[src/rtl/arm_fetch_pkg.sv]
// ---------------------------------------------------------------------------
// arm_fetch_pkg
//  Shared definitions for the instruction fetch stage: instruction field
//  slice positions, the fetch FSM state type and the PC arithmetic constants.
// ---------------------------------------------------------------------------
package arm_fetch_pkg;

   // Field slices of a 32-bit ARM instruction word
   localparam int COND_HI  = 31;
   localparam int COND_LO  = 28;
   localparam int OP_HI    = 27;
   localparam int OP_LO    = 26;
   localparam int FUNCT_HI = 25;
   localparam int FUNCT_LO = 20;
   localparam int RD_HI    = 15;
   localparam int RD_LO    = 12;

   // Sequential fetch step and the R15 read offset (fetch address + 8)
   localparam int PC_STEP     = 4;
   localparam int PC_READ_OFS = 8;

   // IDLE: may issue a request; REQ: live request awaiting IAck;
   // DROP: request was overtaken by a redirect, its response is discarded
   typedef enum logic [1:0] {
      IDLE = 2'd0,
      REQ  = 2'd1,
      DROP = 2'd2
   } fetch_state_e;

endpackage

[src/rtl/fetch_fifo.sv]
// ---------------------------------------------------------------------------
// fetch_fifo
//  Small synchronous prefetch FIFO with a combinational head read.
//  Ports:
//   CLK, Reset        clock, asynchronous active-high reset
//   push, push_data   write an entry (accepted when not full or when popping)
//   pop               remove the head entry (ignored when empty)
//   flush             empty the FIFO; wins over a same-cycle push/pop
//   head_data         current head entry (content undefined when empty)
//   empty, count      occupancy status (registered)
// ---------------------------------------------------------------------------
module fetch_fifo #(
   parameter int DEPTH = 2,
   parameter int WIDTH = 64
) (
   input  logic                   CLK,
   input  logic                   Reset,
   input  logic                   push,
   input  logic [WIDTH-1:0]       push_data,
   input  logic                   pop,
   input  logic                   flush,
   output logic [WIDTH-1:0]       head_data,
   output logic                   empty,
   output logic [$clog2(DEPTH):0] count
);

   localparam int AW = $clog2(DEPTH);
   localparam int CW = AW + 1;

   logic [WIDTH-1:0] mem_q [DEPTH];
   logic [AW-1:0]    rd_ptr_q, rd_ptr_d;
   logic [AW-1:0]    wr_ptr_q, wr_ptr_d;
   logic [CW-1:0]    count_q, count_d;
   logic             do_push, do_pop;

   always_comb begin
      do_pop   = pop && (count_q != '0);
      do_push  = push && ((count_q != CW'(DEPTH)) || do_pop);
      rd_ptr_d = rd_ptr_q;
      wr_ptr_d = wr_ptr_q;
      count_d  = count_q;
      if (flush) begin
         do_push  = 1'b0;
         do_pop   = 1'b0;
         rd_ptr_d = '0;
         wr_ptr_d = '0;
         count_d  = '0;
      end else begin
         // DEPTH is a power of two, so pointers wrap naturally
         if (do_push) wr_ptr_d = wr_ptr_q + AW'(1);
         if (do_pop)  rd_ptr_d = rd_ptr_q + AW'(1);
         count_d = count_q + CW'(do_push) - CW'(do_pop);
      end
   end

   always_ff @(posedge CLK or posedge Reset) begin
      if (Reset) begin
         rd_ptr_q <= '0;
         wr_ptr_q <= '0;
         count_q  <= '0;
      end else begin
         rd_ptr_q <= rd_ptr_d;
         wr_ptr_q <= wr_ptr_d;
         count_q  <= count_d;
      end
   end

   // Storage carries no reset; occupancy alone decides validity
   always_ff @(posedge CLK) begin
      if (do_push) mem_q[wr_ptr_q] <= push_data;
   end

   assign head_data = mem_q[rd_ptr_q];
   assign empty     = (count_q == '0);
   assign count     = count_q;

endmodule

[src/rtl/instr_fetch_unit.sv]
// ---------------------------------------------------------------------------
// instr_fetch_unit
//  ARM fetch stage: owns the PC, issues word reads over a req/ack handshake,
//  buffers returned words with their PC+8 in a prefetch FIFO and presents the
//  head instruction with its decoded fields. PCSrc redirects and flushes.
//  Ports:
//   CLK, Reset                 clock, asynchronous active-high reset
//   IReq, IAddr, IAck, IRData  instruction memory handshake (one outstanding)
//   Instr, InstrValid, InstrReady  head instruction and consume handshake
//   Cond, Op, Funct, Rd        fields of Instr (0 when empty)
//   PCPlus8                    fetch address of head + 8 (0 when empty)
//   PCSrc, BranchTarget        redirect request and target (bits [1:0] ignored)
//   FetchCount, FlushCount     performance counters
//  Build option: FETCH_PERF_CNT_EN enables the counters; without it both
//  counter outputs are tied to 0.
// ---------------------------------------------------------------------------
module instr_fetch_unit
   import arm_fetch_pkg::*;
#(
   parameter int                ADDR_W   = 32,
   parameter int                DEPTH    = 2,
   parameter logic [ADDR_W-1:0] RESET_PC = '0
) (
   input  logic              CLK,
   input  logic              Reset,
   output logic              IReq,
   output logic [ADDR_W-1:0] IAddr,
   input  logic              IAck,
   input  logic [31:0]       IRData,
   output logic [31:0]       Instr,
   output logic              InstrValid,
   input  logic              InstrReady,
   output logic [3:0]        Cond,
   output logic [1:0]        Op,
   output logic [5:0]        Funct,
   output logic [3:0]        Rd,
   output logic [ADDR_W-1:0] PCPlus8,
   input  logic              PCSrc,
   input  logic [ADDR_W-1:0] BranchTarget,
   output logic [31:0]       FetchCount,
   output logic [31:0]       FlushCount
);

   localparam int CW = $clog2(DEPTH) + 1;
   localparam int EW = 32 + ADDR_W;

   fetch_state_e      state_q, state_d;
   logic [ADDR_W-1:0] pc_q, pc_d;
   logic [ADDR_W-1:0] iaddr_q, iaddr_d;
   logic [ADDR_W-1:0] redirect_pc;
   logic              push, pop;
   logic [EW-1:0]     head_data;
   logic              fifo_empty;
   logic [CW-1:0]     fifo_count;

   assign redirect_pc = BranchTarget & ~ADDR_W'(3);

   always_comb begin
      state_d = state_q;
      pc_d    = pc_q;
      iaddr_d = iaddr_q;
      push    = 1'b0;
      unique case (state_q)
         IDLE: begin
            // fifo_count is registered: a pop this cycle frees space next cycle
            if (!PCSrc && (fifo_count < CW'(DEPTH))) begin
               iaddr_d = pc_q;
               pc_d    = pc_q + ADDR_W'(PC_STEP);
               state_d = REQ;
            end
         end
         REQ: begin
            if (IAck) begin
               push    = !PCSrc;
               state_d = IDLE;
            end else if (PCSrc) begin
               state_d = DROP;
            end
         end
         DROP: begin
            if (IAck) state_d = IDLE;
         end
         default: state_d = IDLE;
      endcase
      if (PCSrc) pc_d = redirect_pc;
   end

   always_ff @(posedge CLK or posedge Reset) begin
      if (Reset) begin
         state_q <= IDLE;
         pc_q    <= RESET_PC;
         iaddr_q <= RESET_PC;
      end else begin
         state_q <= state_d;
         pc_q    <= pc_d;
         iaddr_q <= iaddr_d;
      end
   end

   assign IReq  = (state_q != IDLE);
   assign IAddr = iaddr_q;
   assign pop   = InstrValid && InstrReady;

   fetch_fifo #(
      .DEPTH (DEPTH),
      .WIDTH (EW)
   ) u_fifo (
      .CLK       (CLK),
      .Reset     (Reset),
      .push      (push),
      .push_data ({IRData, iaddr_q + ADDR_W'(PC_READ_OFS)}),
      .pop       (pop),
      .flush     (PCSrc),
      .head_data (head_data),
      .empty     (fifo_empty),
      .count     (fifo_count)
   );

   assign InstrValid = !fifo_empty;
   assign Instr      = InstrValid ? head_data[EW-1:ADDR_W] : '0;
   assign PCPlus8    = InstrValid ? head_data[ADDR_W-1:0]  : '0;
   assign Cond       = Instr[COND_HI:COND_LO];
   assign Op         = Instr[OP_HI:OP_LO];
   assign Funct      = Instr[FUNCT_HI:FUNCT_LO];
   assign Rd         = Instr[RD_HI:RD_LO];

`ifdef FETCH_PERF_CNT_EN
   logic [31:0] fetch_cnt_q, fetch_cnt_d;
   logic [31:0] flush_cnt_q, flush_cnt_d;

   always_comb begin
      // a flush cancels a same-cycle pop, so it is not a delivery
      fetch_cnt_d = fetch_cnt_q + 32'(pop && !PCSrc);
      flush_cnt_d = flush_cnt_q + 32'(PCSrc && (InstrValid || IReq));
   end

   always_ff @(posedge CLK or posedge Reset) begin
      if (Reset) begin
         fetch_cnt_q <= '0;
         flush_cnt_q <= '0;
      end else begin
         fetch_cnt_q <= fetch_cnt_d;
         flush_cnt_q <= flush_cnt_d;
      end
   end

   assign FetchCount = fetch_cnt_q;
   assign FlushCount = flush_cnt_q;
`else
   assign FetchCount = '0;
   assign FlushCount = '0;
`endif

endmodule
[config.mk]
export PLATFORM = sky130hd
export DESIGN_NAME = instr_fetch_unit
export DESIGN_NICKNAME = d
export VERILOG_FILES = /design/src/rtl/arm_fetch_pkg.sv /design/src/rtl/fetch_fifo.sv /design/src/rtl/instr_fetch_unit.sv
export SDC_FILE = /design/constraint.sdc
export NUM_CORES = 1
export LEC_CHECK = 0
export ABC_AREA = 0
export BUFFER_PORTS_ARGS = -buffer_cell sky130_fd_sc_hd__buf_4
export CAP_MARGIN = 20
export CELL_PAD_IN_SITES_DETAIL_PLACEMENT = 1
export CELL_PAD_IN_SITES_GLOBAL_PLACEMENT = 2
export CORE_AREA = 2 2 164 166
export CTS_BUF_LIST = sky130_fd_sc_hd__clkbuf_8
export DETAILED_ROUTE_END_ITERATION = 10
export DIE_AREA = 0 0 166 168
export GPL_TIMING_DRIVEN = 0
export PLACE_DENSITY_LB_ADDON = 0.12
export SETUP_SLACK_MARGIN = 0.3
export SYNTH_ARGS = -nofsm -noshare
export SYNTH_HDL_FRONTEND = slang
export SYNTH_SLANG_ARGS = --single-unit
[constraint.sdc]
create_clock -name CLK -period 5.35 [get_ports CLK]
set_input_delay 1.07 -clock CLK [delete_from_list [all_inputs] [get_ports CLK]]
set_output_delay 1.07 -clock CLK [all_outputs]
set_load 0.01 [all_outputs]
==> run_results.csv <==
group,metric,value,unit
logic_synthesis,synth_ff_type,"edfxtp_1",
layout,fillerInstances,2894,
clock_network,clkTransAtPathRegs,100,ps
layout,mostFrequentLayoutCells,"260 x buf_4, 124 x edfxtp_1, 83 x nor2_1",
clock_network,root_buffer,"clkbuf_8",
detailed_routing,route.detailed.drc,0,
clock_network,cts.path.max_buffers,2,
pwr,p_sw_share,29.13,%
layout,instances_no_fill,1345,
detailed_routing,antenna_left,0,
layout,final_common_cell,"buf_4",
timing,whs,531.6,ps
layout,fin_nets,1063,
timing,setup_violations,0,
logic_synthesis,postSynthAreaPerCell,12.36,um2
logic_synthesis,synth_cell_type_count,42,
logic_synthesis,ys_ff_latch,190,
timing,setup_tns,0,ps
critical_path,max_stage_delay,670,ps
global_routing,overflow,0,
global_routing,grt_pass1_wl,34.44,mm
critical_path,path_cells,"clkbuf_1 > buf_1 > mux2i_1 > nor2_1 > buf_4 > buf_4",
logic_synthesis,yosysTopAreaCellShare,41.37,%
critical_path,crit_type,"register to output pin",
timing,finalWorstSetupSlack,1685,ps
critical_path,cp.required,4280,ps
global_routing,grt_max_degree,67,
pwr,cellPowerDensity,287.9,nW/um2
layout,drive_gt1_share,33.86,%
logic_synthesis,async_reset_ff_share,34.74,%
global_routing,grt_antenna_before_repair,0,
critical_path,cpMaxStageDelayCell,"buf_1",
clock_network,postCtsHoldBufs,0,
pwr,clockPowerShare,26.9,%
timing,hold_viol,0,
pwr,p_total,3.286,mW
layout,regArea,5375,um2
detailed_routing,via_per_inst,4.580,
detailed_routing,vias,6160,
die,ios,247,
global_routing,track_usage,15.67,%
logic_synthesis,synthCells,728,
clock_network,postCtsResizedCells,0,
die,die_w,166,um
min_path,min_path_type,"register to register",
timing,slew_headroom,36.94,%
critical_path,crit_top_cell,"buf_4",
detailed_routing,wl_per_cell,16.30,um
detailed_routing,finalWirelength,21.93,mm
die,dieArea,27890,um2
critical_path,cpLargestDelayFamily,"buffers and inverters",
clock_network,cts_buffers,17,
pwr,leakagePower,4.604,nW
clock_network,post-cts-setup-buffers,0,
die,initial_utilization,34.15,%
detailed_routing,dr.first_iter.drc_count,287,
timing,max_freq,0.2728,GHz
clock_network,cts_sinks,190,
flow_run,drv_cap,0,
timing,rsz0062_at_grt,"false",
detailed_routing,firstDrtPassIters,4,
timing,clock_skew,17.11,ps
placed_design,dp.cells,1313,
layout,n_antenna_cell,0,
global_routing,grt_pass1_vias,6123,
placed_design,dpl.hpwl,16.18,mm
pwr,max-vdd-ir-drop,0.1249,mV
placed_design,gp_congestion,0.7289,
pwr,p_switching,0.9573,mW
placed_design,port_buffers,175,
logic_synthesis,synth_largest_area_cell,"edfxtp_1",
logic_synthesis,synth_edf_count,124,
clock_network,htreeDepth,4,
pwr,power_frac_comb,17.1,%
pwr,intPower,2.329,mW
critical_path,worstPathArrival,2600,ps
critical_path,crit_buf_inv,4,
logic_synthesis,seq_area_frac_synth,59.72,%
timing,maxSlewViolCount,0,
timing,tightest_slew,942.4,ps
pwr,seq_power_share,56.0,%
timing,finalCritPeriodShare,68.51,%
clock_network,clk-insertion-delay-late,460,ps
die,rows,60,
run_status,run_status,"finished clean",
die,die_y,168,um
layout,synthToLayoutAreaGrowth,26.83,%
clock_network,tritoncts,"done",
critical_path,crit_path_end_kind,"output pin",
layout,multi_input_area,3092,um2
placed_design,place_ws,2098,ps
critical_path,cp-start-kind,"register",
timing,fin_crit,3665,ps
logic_synthesis,ys_warn_count,0,
logic_synthesis,syn_area,9000,um2
logic_synthesis,synth_area_leaders,"edfxtp_1 41%, dfrtp_1 18%, mux2i_1 7.1%",
critical_path,worst-path-max-fanout,10,
die,core_area,26350,um2
final timing paths:
check                                            startpoint  depth (start not counted)                       endpoint  slack, ps
worst max-delay path            u_fifo.rd_ptr_q$_DFFE_PP0P_                          6                          Rd[3]       1680
worst min-delay path                   IAddr[2]$_DFFE_PP0P_                          0   u_fifo.mem_q[1][2]$_DFFE_PP_        530
worst max register to register         IAddr[4]$_DFFE_PP0P_                          5  u_fifo.mem_q[0][31]$_DFFE_PP_       2970
worst min register to register         IAddr[2]$_DFFE_PP0P_                          0   u_fifo.mem_q[1][2]$_DFFE_PP_        530
max in group asynchronous                             Reset                          2           IAddr[9]$_DFFE_PP0P_       4000
min in group asynchronous                             Reset                          2            pc_q[3]$_DFFE_PP0P_        770
cells by family (layout without fill, tap and decap cells):
logic type | count (synthesis) | after routing | synth area share [%]
AO/OA/AOI/OAI | 50 | 50 | 3.587
multiplexers | 94 | 94 | 10.87
XOR/XNOR | 40 | 40 | 3.893
adder cells (fa/ha/maj) | 3 | 3 | 0.4171
other | 1 | 68 | 0.04167
AND/OR/NAND/NOR | 225 | 225 | 12.64
buffers and inverters | 125 | 334 | 8.828
flip-flops | 190 | 190 | 59.72
final cells by class:
type	count	share of cell area [%]
Buffer	114	6.599
Clock buffer	17	2.050
Clock inverter	15	1.129
Inverter	11	0.3836
Multi-Input combinational cell	480	27.09
Sequential cell	190	47.09
Tap cell	341	3.738
Timing Repair Buffer	177	11.93
worst reg2reg max path, stage by stage, from the launching register on:
cell and delay [ps]:
dfrtp_1 470, ha_1 300, nand2_1 130, nor4_2 790, nand4_1 210, xnor2_1 300
registers in the layout (all words and copies together), names as in the netlist:
signal	flops
u_fifo.mem_q	124
IAddr	30
pc_q	30
state_q	2
u_fifo.count	2
u_fifo.rd_ptr_q	1
u_fifo.wr_ptr_q	1
metrics by stage:
step / util [%] / instance area [um2]
after global routing: 43.32 / 11410
final: 43.32 / 11410
after CTS: 43.32 / 11410
after floorplan: - / 9251
after detailed placement: 41.94 / 11050
after global placement: 41.71 / 10990
cells in the mapped netlist (all sizes together), types with 12 or more instances:
| cell type | count |
|---|---|
| edfxtp | 124 |
| xnor2 | 26 |
| nor2 | 84 |
| mux2i | 64 |
| buf | 97 |
| dfrtp | 66 |
| xor2 | 14 |
| or4 | 16 |
| a31oi | 12 |
| nand4 | 22 |
| nand3 | 24 |
| nand2 | 40 |
| clkbuf | 17 |
| mux2 | 30 |
| o21ai | 17 |
power groups by stage:
stage / clock network (mW) / logic, mW / registers [mW]
2_1_floorplan: 0 / 0.311 / 1.85
3_3_place_gp: 0 / 0.554 / 1.88
3_5_place_dp: 0 / 0.571 / 1.88
4_1_cts: 0.914 / 0.572 / 1.85
5_1_grt: 0.966 / 0.619 / 1.86
6_report: 0.882 / 0.562 / 1.84
metal layers:
| metal | wire length, um | global-route usage, % | vias to the layer above | share of wire, % |
|---|---|---|---|---|
| met5 | 0 | 0 | - | 0 |
| met4 | 214 | 4.159 | 0 | 0.98 |
| met3 | 806 | 2.515 | 15 | 3.7 |
| met2 | 10780 | 26.61 | 142 | 49 |
| met1 | 10130 | 20.94 | 3000 | 46 |
| li1 | - | - | 3003 | - |
Note: power is estimated with default switching activity, not from simulation.
